===== src/rtl/loader_pkg.sv =====
// Shared types and constants for the byte-to-word RAM loader.
// Bytes are packed little-endian into WORD_BYTES-byte words.
package loader_pkg;

    typedef enum logic [1:0] {
        COLLECT = 2'd0,
        WRITE   = 2'd1,
        DONE    = 2'd2
    } state_t;

    localparam int WORD_BYTES = 4;
    localparam int BYTE_W     = 8;
    localparam int WORD_W     = WORD_BYTES * BYTE_W;

endpackage


===== src/rtl/ram_loader_if.sv =====
// RAM write port: address, data and a we/ready handshake.
// The loader is the master; the RAM answers with mem_ready.
interface ram_loader_if #(
    parameter int ADDR_WIDTH = 8
) ();
    import loader_pkg::*;

    logic [ADDR_WIDTH-1:0] mem_addr;
    logic [WORD_W-1:0]     mem_wdata;
    logic                  mem_we;
    logic                  mem_ready;

    modport master (
        output mem_addr,
        output mem_wdata,
        output mem_we,
        input  mem_ready
    );

    modport slave (
        input  mem_addr,
        input  mem_wdata,
        input  mem_we,
        output mem_ready
    );
endinterface


===== src/rtl/ram_loader_sync_edge.sv =====
// Two-flop synchronizer for an async strobe and its byte, with rising-edge detect.
// byte_edge and byte_data are aligned: the data was sampled with the first high strobe.
module sync_edge
    import loader_pkg::*;
(
    input  logic              w_clk_low,
    input  logic              rst,
    input  logic              strobe_in,
    input  logic [BYTE_W-1:0] data_in,
    output logic              byte_edge,
    output logic [BYTE_W-1:0] byte_data
);

    logic              strobe_s1_reg;
    logic              strobe_s2_reg;
    logic              strobe_s3_reg;
    logic [BYTE_W-1:0] data_s1_reg;
    logic [BYTE_W-1:0] data_s2_reg;

    always_ff @(posedge w_clk_low) begin
        if (rst) begin
            strobe_s1_reg <= 1'b0;
            strobe_s2_reg <= 1'b0;
            strobe_s3_reg <= 1'b0;
            data_s1_reg   <= '0;
            data_s2_reg   <= '0;
        end else begin
            strobe_s1_reg <= strobe_in;
            strobe_s2_reg <= strobe_s1_reg;
            strobe_s3_reg <= strobe_s2_reg;
            data_s1_reg   <= data_in;
            data_s2_reg   <= data_s1_reg;
        end
    end

    assign byte_edge = strobe_s2_reg & ~strobe_s3_reg;
    assign byte_data = data_s2_reg;

endmodule


===== src/rtl/ram_loader.sv =====
// Collects strobed bytes into 32-bit words and writes them to sequential RAM
// addresses from 0 until DEPTH words are stored; a one-byte hold covers writes.
module ram_loader
    import loader_pkg::*;
#(
    parameter int ADDR_WIDTH = 8,
    parameter int DEPTH      = 256
) (
    input  logic                  w_clk_low,
    input  logic                  rst,
    input  logic [BYTE_W-1:0]     port_in,
    input  logic                  port_strobe,
    ram_loader_if.master          mem,
    output logic [ADDR_WIDTH:0]   word_count,
    output logic                  done,
    output logic                  overflow
);

    localparam logic [ADDR_WIDTH:0]   DEPTH_W   = (ADDR_WIDTH + 1)'(DEPTH);
    localparam logic [ADDR_WIDTH:0]   CNT_ONE   = (ADDR_WIDTH + 1)'(1);
    localparam logic [ADDR_WIDTH-1:0] ADDR_ONE  = ADDR_WIDTH'(1);
    localparam logic [ADDR_WIDTH-1:0] ADDR_MAX  = {ADDR_WIDTH{1'b1}};
    localparam logic [1:0]            LAST_IDX  = 2'(WORD_BYTES - 1);
    localparam int                    ASM_W     = (WORD_BYTES - 1) * BYTE_W;

    logic              byte_edge;
    logic [BYTE_W-1:0] byte_data;

    sync_edge u_sync_edge (
        .w_clk_low (w_clk_low),
        .rst       (rst),
        .strobe_in (port_strobe),
        .data_in   (port_in),
        .byte_edge (byte_edge),
        .byte_data (byte_data)
    );

    state_t                state_reg;
    logic [1:0]            byte_idx_reg;
    logic [ASM_W-1:0]      asm_reg;
    logic [ASM_W-1:0]      asm_next;
    logic [BYTE_W-1:0]     hold_reg;
    logic                  hold_valid_reg;
    logic [ADDR_WIDTH-1:0] mem_addr_reg;
    logic [WORD_W-1:0]     mem_wdata_reg;
    logic                  mem_we_reg;
    logic [ADDR_WIDTH:0]   word_count_reg;
    logic                  done_reg;
    logic                  overflow_reg;

    // Lower three byte lanes of the word under assembly; byte 3 goes straight to mem_wdata.
    for (genvar gi = 0; gi < WORD_BYTES - 1; gi++) begin : g_lane
        assign asm_next[gi*BYTE_W +: BYTE_W] = (byte_idx_reg == 2'(gi)) ? byte_data
                                             : asm_reg[gi*BYTE_W +: BYTE_W];
    end

    always_ff @(posedge w_clk_low) begin
        if (rst) begin
            state_reg      <= COLLECT;
            byte_idx_reg   <= 2'd0;
            asm_reg        <= '0;
            hold_reg       <= '0;
            hold_valid_reg <= 1'b0;
            mem_addr_reg   <= '0;
            mem_wdata_reg  <= '0;
            mem_we_reg     <= 1'b0;
            word_count_reg <= '0;
            done_reg       <= 1'b0;
            overflow_reg   <= 1'b0;
        end else begin
            case (state_reg)
                COLLECT: begin
                    if (byte_edge) begin
                        if (byte_idx_reg == LAST_IDX) begin
                            mem_wdata_reg <= {byte_data, asm_reg};
                            mem_we_reg    <= 1'b1;
                            byte_idx_reg  <= 2'd0;
                            state_reg     <= WRITE;
                        end else begin
                            asm_reg      <= asm_next;
                            byte_idx_reg <= byte_idx_reg + 2'd1;
                        end
                    end
                end

                WRITE: begin
                    if (mem.mem_ready) begin
                        mem_we_reg     <= 1'b0;
                        mem_addr_reg   <= (mem_addr_reg == ADDR_MAX) ? mem_addr_reg
                                                                     : mem_addr_reg + ADDR_ONE;
                        word_count_reg <= word_count_reg + CNT_ONE;
                        hold_valid_reg <= 1'b0;
                        if (word_count_reg + CNT_ONE == DEPTH_W) begin
                            done_reg  <= 1'b1;
                            state_reg <= DONE;
                        end else begin
                            state_reg <= COLLECT;
                            // A held byte opens the next word; a simultaneous edge would be a second one.
                            if (hold_valid_reg) begin
                                asm_reg[BYTE_W-1:0] <= hold_reg;
                                byte_idx_reg        <= 2'd1;
                                if (byte_edge) begin
                                    overflow_reg <= 1'b1;
                                end
                            end else if (byte_edge) begin
                                asm_reg[BYTE_W-1:0] <= byte_data;
                                byte_idx_reg        <= 2'd1;
                            end
                        end
                    end else if (byte_edge) begin
                        if (hold_valid_reg) begin
                            overflow_reg <= 1'b1;
                        end else begin
                            hold_reg       <= byte_data;
                            hold_valid_reg <= 1'b1;
                        end
                    end
                end

                DONE: begin
                    mem_we_reg <= 1'b0;
                end

                default: begin
                    state_reg  <= COLLECT;
                    mem_we_reg <= 1'b0;
                end
            endcase
        end
    end

    assign mem.mem_addr  = mem_addr_reg;
    assign mem.mem_wdata = mem_wdata_reg;
    assign mem.mem_we    = mem_we_reg;
    assign word_count    = word_count_reg;
    assign done          = done_reg;
    assign overflow      = overflow_reg;

endmodule


===== src/flat_wrapper.sv =====
// flat-port wrapper written by rule: the top's interface ports become plain ports
module ram_loader_flat import loader_pkg::*;
#(
    parameter int ADDR_WIDTH = 8,
    parameter int DEPTH      = 256
)
  (w_clk_low, rst, port_in, port_strobe, word_count, done, overflow, mem_mem_addr, mem_mem_wdata, mem_mem_we, mem_mem_ready);
  ram_loader_if #(.ADDR_WIDTH(ADDR_WIDTH)) mem_i ();
  input  logic w_clk_low;
  input  logic rst;
  input  logic [BYTE_W-1:0] port_in;
  input  logic port_strobe;
  output logic [ADDR_WIDTH:0] word_count;
  output logic done;
  output logic overflow;
  output wire logic [$bits(mem_i.mem_addr)-1:0] mem_mem_addr;
  output wire logic [$bits(mem_i.mem_wdata)-1:0] mem_mem_wdata;
  output wire logic [$bits(mem_i.mem_we)-1:0] mem_mem_we;
  input wire logic [$bits(mem_i.mem_ready)-1:0] mem_mem_ready;
  assign mem_mem_addr = mem_i.mem_addr;
  assign mem_mem_wdata = mem_i.mem_wdata;
  assign mem_mem_we = mem_i.mem_we;
  assign mem_i.mem_ready = mem_mem_ready;
  ram_loader #(.ADDR_WIDTH(ADDR_WIDTH), .DEPTH(DEPTH)) u_core (.w_clk_low(w_clk_low), .rst(rst), .port_in(port_in), .port_strobe(port_strobe), .mem(mem_i), .word_count(word_count), .done(done), .overflow(overflow));
endmodule

===== config.mk =====
export PLATFORM = sky130hd
export DESIGN_NAME = ram_loader_flat
export DESIGN_NICKNAME = d
export VERILOG_FILES = /design/src/rtl/loader_pkg.sv /design/src/rtl/ram_loader_if.sv /design/src/rtl/ram_loader_sync_edge.sv /design/src/rtl/ram_loader.sv /design/src/flat_wrapper.sv
export SDC_FILE = /design/constraint.sdc
export NUM_CORES = 1
export LEC_CHECK = 0
export ABC_AREA = 1
export CORE_UTILIZATION = 57
export DETAILED_ROUTE_END_ITERATION = 8
export PLACE_DENSITY_LB_ADDON = 0.3
export SKIP_CTS_REPAIR_TIMING = 1
export SLEW_MARGIN = 15
export SYNTH_ARGS = -nofsm -noshare
export SYNTH_HDL_FRONTEND = slang
export SYNTH_HIERARCHICAL = 1
export SYNTH_SLANG_ARGS = --single-unit

===== constraint.sdc =====
create_clock -name w_clk_low -period 4.36 [get_ports w_clk_low]
set_input_delay 0.654 -clock w_clk_low [delete_from_list [all_inputs] [get_ports w_clk_low]]
set_output_delay 0.654 -clock w_clk_low [all_outputs]
set_load 0.01 [all_outputs]

==> out/summary.log <==
qor: timing.timing.final.crit_share 56.4%
qor: yosys.flops_latches_synth 108
qor: final_layout.drive_above_1_share 7.17%
qor: worst_setup_path.timing.critical_path.depth 6
qor: worst_setup_path.cp-startpoint rst
qor: yosys.synthesized_instance_count 535
qor: clock_network.cts.root.buffer_cell clkbuf_8
qor: floorplan.fp-row-count 30
qor: worst_setup_path.reg2reg_to u_core/asm_reg[5]
qor: yosys.synthTopCellsByArea dfxtp_1 52%, nor2_1 13%, o21ai_0 8.6%
qor: detailed_routing.route.detailed.vias_per_inst 5.03
qor: final_layout.final_cell_mix 145 x nor2_1, 108 x dfxtp_1, 71 x o21ai_0
qor: worst_setup_path.cell_seen_most_often_among_critical_path_stages buf_4
qor: floorplan.effective_utilization_at_floorplan 60.0%
qor: detailed_routing.routedWlPerCell 12.1 µm
qor: power_and_ir_drop.power_switching_share 22.6%
qor: power_and_ir_drop.sequentialPowerShare 61.9%
qor: outcome.result_of_the_run complete, no violations
qor: grt.number_of_antenna_violations_at_the_first_check_in_global_routing 0
qor: timing.highest_attainable_clock_frequency 407 MHz
qor: detailed_routing.detailedRoute.firstPassIterationCount 4
qor: placed_design.dp_hpwl 5.89 mm
qor: final_layout.largest_register_ffs 32
qor: power_and_ir_drop.power.total 1.63 mW
qor: final_layout.area_growth_syn_to_layout 21.0%
qor: timing.hold_slack 0.403 ns
qor: yosys.synth_simple_gate_area_share 23.1%
qor: yosys.syn_nets 553
qor: timing.worst_slew_margin_rel 69.3%
qor: timing.layout_min_cycle_time 2.46 ns
qor: grt.track_usage 24.0%
qor: grt.grt_residual_overflow 0
qor: power_and_ir_drop.power.density 326 nW/µm²
qor: worst_setup_path.cp-start-kind input pin
qor: timing.clock-skew-final 0.00658 ns
qor: clock_network.clock_transition_at_path_regs 0.09 ns
qor: clock_network.cts_max_level 3
qor: timing.pin_slew_with_the_least_headroom_to_its_limit 0.457 ns
qor: grt.grt_pass1_wl 14.1 mm
qor: clock_network.cts-root-to-sink-buffers 2
qor: floorplan.dieWidth 87.3 µm
qor: yosys.sequential_share_of_the_synthesized_area 52.2%
qor: clock_network.insertion_delay 0.36 ns
qor: floorplan.number_of_i_o_pins 64
qor: yosys.synth_largest_area_cell dfxtp_1
qor: power_and_ir_drop.cellLeakagePower 2.14 nW
qor: final_layout.num_antenna_cells 0
qor: detailed_routing.vias 3501
qor: yosys.avgSynthCellArea 7.74 µm²
qor: yosys.fraction_of_synthesized_area_in_multiplexers 2.17%
qor: yosys.main_combinational_cell_family_by_area_after_synthesis simple AND/OR/NAND/NOR gates
qor: worst_setup_path.critical_path.endpoint u_core/word_count[8]
qor: yosys.synth-xor-area-share 0.423%
qor: detailed_routing.wl 8.44 mm
qor: worst_setup_path.criticalPathCategory in2reg
qor: worst_setup_path.critical-path-slowest-cell clkdlybuf4s50_1
qor: yosys.synth.cell_area 4140 µm²
qor: power_and_ir_drop.clockPowerShare 34.2%
qor: worst_setup_path.path_max_fanout 53
qor: final_layout.layout.cells.non_filler 696
qor: detailed_routing.drc 0
qor: worst_setup_path.cell_family_with_most_cp_delay buffers and inverters
qor: power_and_ir_drop.p_int 1.27 mW
qor: yosys.post_synthesis_compound_gate_area_fraction 12.4%
qor: worst_setup_path.slowest_cell_delay_on_critical_path 0.46 ns
qor: timing.report.final.hold_viol_count 0
qor: clock_network.tritoncts_num_sinks 108
qor: floorplan.chipHeight 87.3 µm
qor: worst_setup_path.worstSetupEndpointType flop
qor: yosys.synth_fa_ha_area_share 1.81%
qor: final_layout.share_of_the_core_filled_with_cells_in_the_final_layout 72.6%
qor: clock_network.tritoncts built
qor: hold_path.worst_hold_path_type reg2reg
qor: timing.setup_repair_after_global_routing_missed_its_margin false
qor: job.max_cap_violations 0
qor: placed_design.dpl.cell_count 680
qor: worst_setup_path.ff2ff_setup_slack 2.24 ns
qor: power_and_ir_drop.power.share.combinational 3.8%
qor: worst_setup_path.timing.rr.start u_core/word_count[0]
qor: worst_setup_path.ff2ff_path_depth 10
qor: yosys.synth.top_cell.area_share 52.2%
qor: detailed_routing.drtIter0Drc 203
qor: final_layout.finish.net_count 613
qor: worst_setup_path.critPathBufInv 4
qor: yosys.post_synth_num_cell_types 32
qor: placed_design.io_buffers 63
qor: clock_network.number_of_buffers_created_by_cts 9
qor: timing.finalSetupTns 0 ns
qor: floorplan.core 6910 µm²
qor: worst_setup_path.critical_path_required 4.61 ns
qor: worst_setup_path.worst_ep_arrival_time 2.71 ns
qor: timing.final-setup-viol-count 0
qor: power_and_ir_drop.switching_power 0.369 mW
qor: grt.first_global_vias 3356
qor: power_and_ir_drop.peakVddDrop 0.244 mV
qor: placed_design.place.gp.congestion 0.799
qor: grt.pin_count_of_the_biggest_net_entering_global_routing 54
qor: yosys.yosysWarnings 6
qor: timing.maxSlewViolCount 0
qor: worst_setup_path.crit_path_cell_trace clkdlybuf4s50_1, buf_4, clkinv_1, buf_4, nand2_1, o21ai_0
qor: detailed_routing.ant_nets 0
qor: floorplan.design.die.area 7610 µm²
qor: final_layout.mostFrequentLayoutCell nor2_1
==> worst register-to-register path, stage by stage (launching register included) <==
cell	delay (ns)
dfxtp_1	0.44
ha_1	0.26
nand3_2	0.13
nor2_2	0.14
nand3_1	0.14
xor2_1	0.35
nand3_2	0.17
nand3_4	0.18
nand2_1	0.09
nand2_1	0.07
nor2_1	0.05
==> cell type report <==
type	instances	area [µm²]
timing repair buffer	66	653
clock buffer	11	151
tap	96	120
clock inverter	5	36.3
fill	578	1900
sequential	108	2160
inverter	62	233
multi-input combinational	348	1660
==> kinds of logic (layout without fill, tap and decap cells) <==
kind of cell,count (synthesis),in the layout
buffers and inverters,79,144
DFF,108,108
adders and majority gates,6,6
muxes,8,8
xor gates and xnor gates,2,2
AOI/OAI and AO/OA,100,100
and+or+nand+nor,232,232
==> worst min path at each step <==
stage | start | endpoint | cells after the start | slack (ns)
after floorplan | u_core/u_sync_edge/data_s1_reg[0] | u_core/u_sync_edge/byte_data[0] | 2 | 0.39
after detailed placement | u_core/u_sync_edge/data_s1_reg[6] | u_core/u_sync_edge/byte_data[6] | 2 | 0.39
final | u_core/u_sync_edge/data_s1_reg[1] | u_core/u_sync_edge/byte_data[1] | 2 | 0.40
after global routing | u_core/u_sync_edge/data_s1_reg[1] | u_core/u_sync_edge/byte_data[1] | 2 | 0.44
after CTS | u_core/u_sync_edge/data_s1_reg[6] | u_core/u_sync_edge/byte_data[6] | 2 | 0.41
after global placement | u_core/u_sync_edge/data_s1_reg[6] | u_core/u_sync_edge/byte_data[6] | 2 | 0.39
==> layer usage <==
layer	GRT usage [%]	share of wire, %
met1	26.4	41
met2	44.7	52
met3	4.93	4.9
met4	9.54	1.6
met5	0	0
==> stage by stage <==
step	setup slack, ns	cell area [µm²]
after floorplan	2.53	4140
after global placement	1.58	4820
after detailed placement	1.52	4820
after CTS	1.91	5010
after global routing	1.71	5010
final	1.90	5010
==> synthesized netlist by cell type, drive strengths merged <==
master	n
buf	4
ha	6
clkinv	1
a31oi	2
a21oi	22
clkbuf	13
o211ai	1
or2	1
nand2	62
dfxtp	108
o22ai	3
nand3	11
nor3	3
o21ai	71
a221oi	1
nor4	2
inv	61
xor2	2
mux2	8
nor3b	1
nand4	1
nor2	151
==> power groups by stage <==
stage               registers [mW]  logic, mW  clock network [mW]
floorplan                     1.03     0.0447                   0
global placement              1.03     0.0609                   0
detailed placement            1.03     0.0626                   0
CTS                           1.01     0.0632               0.576
global route                  1.01     0.0731               0.610
finish                        1.01     0.0628               0.560
No activity file was read; power rests on OpenSTA's default activity.
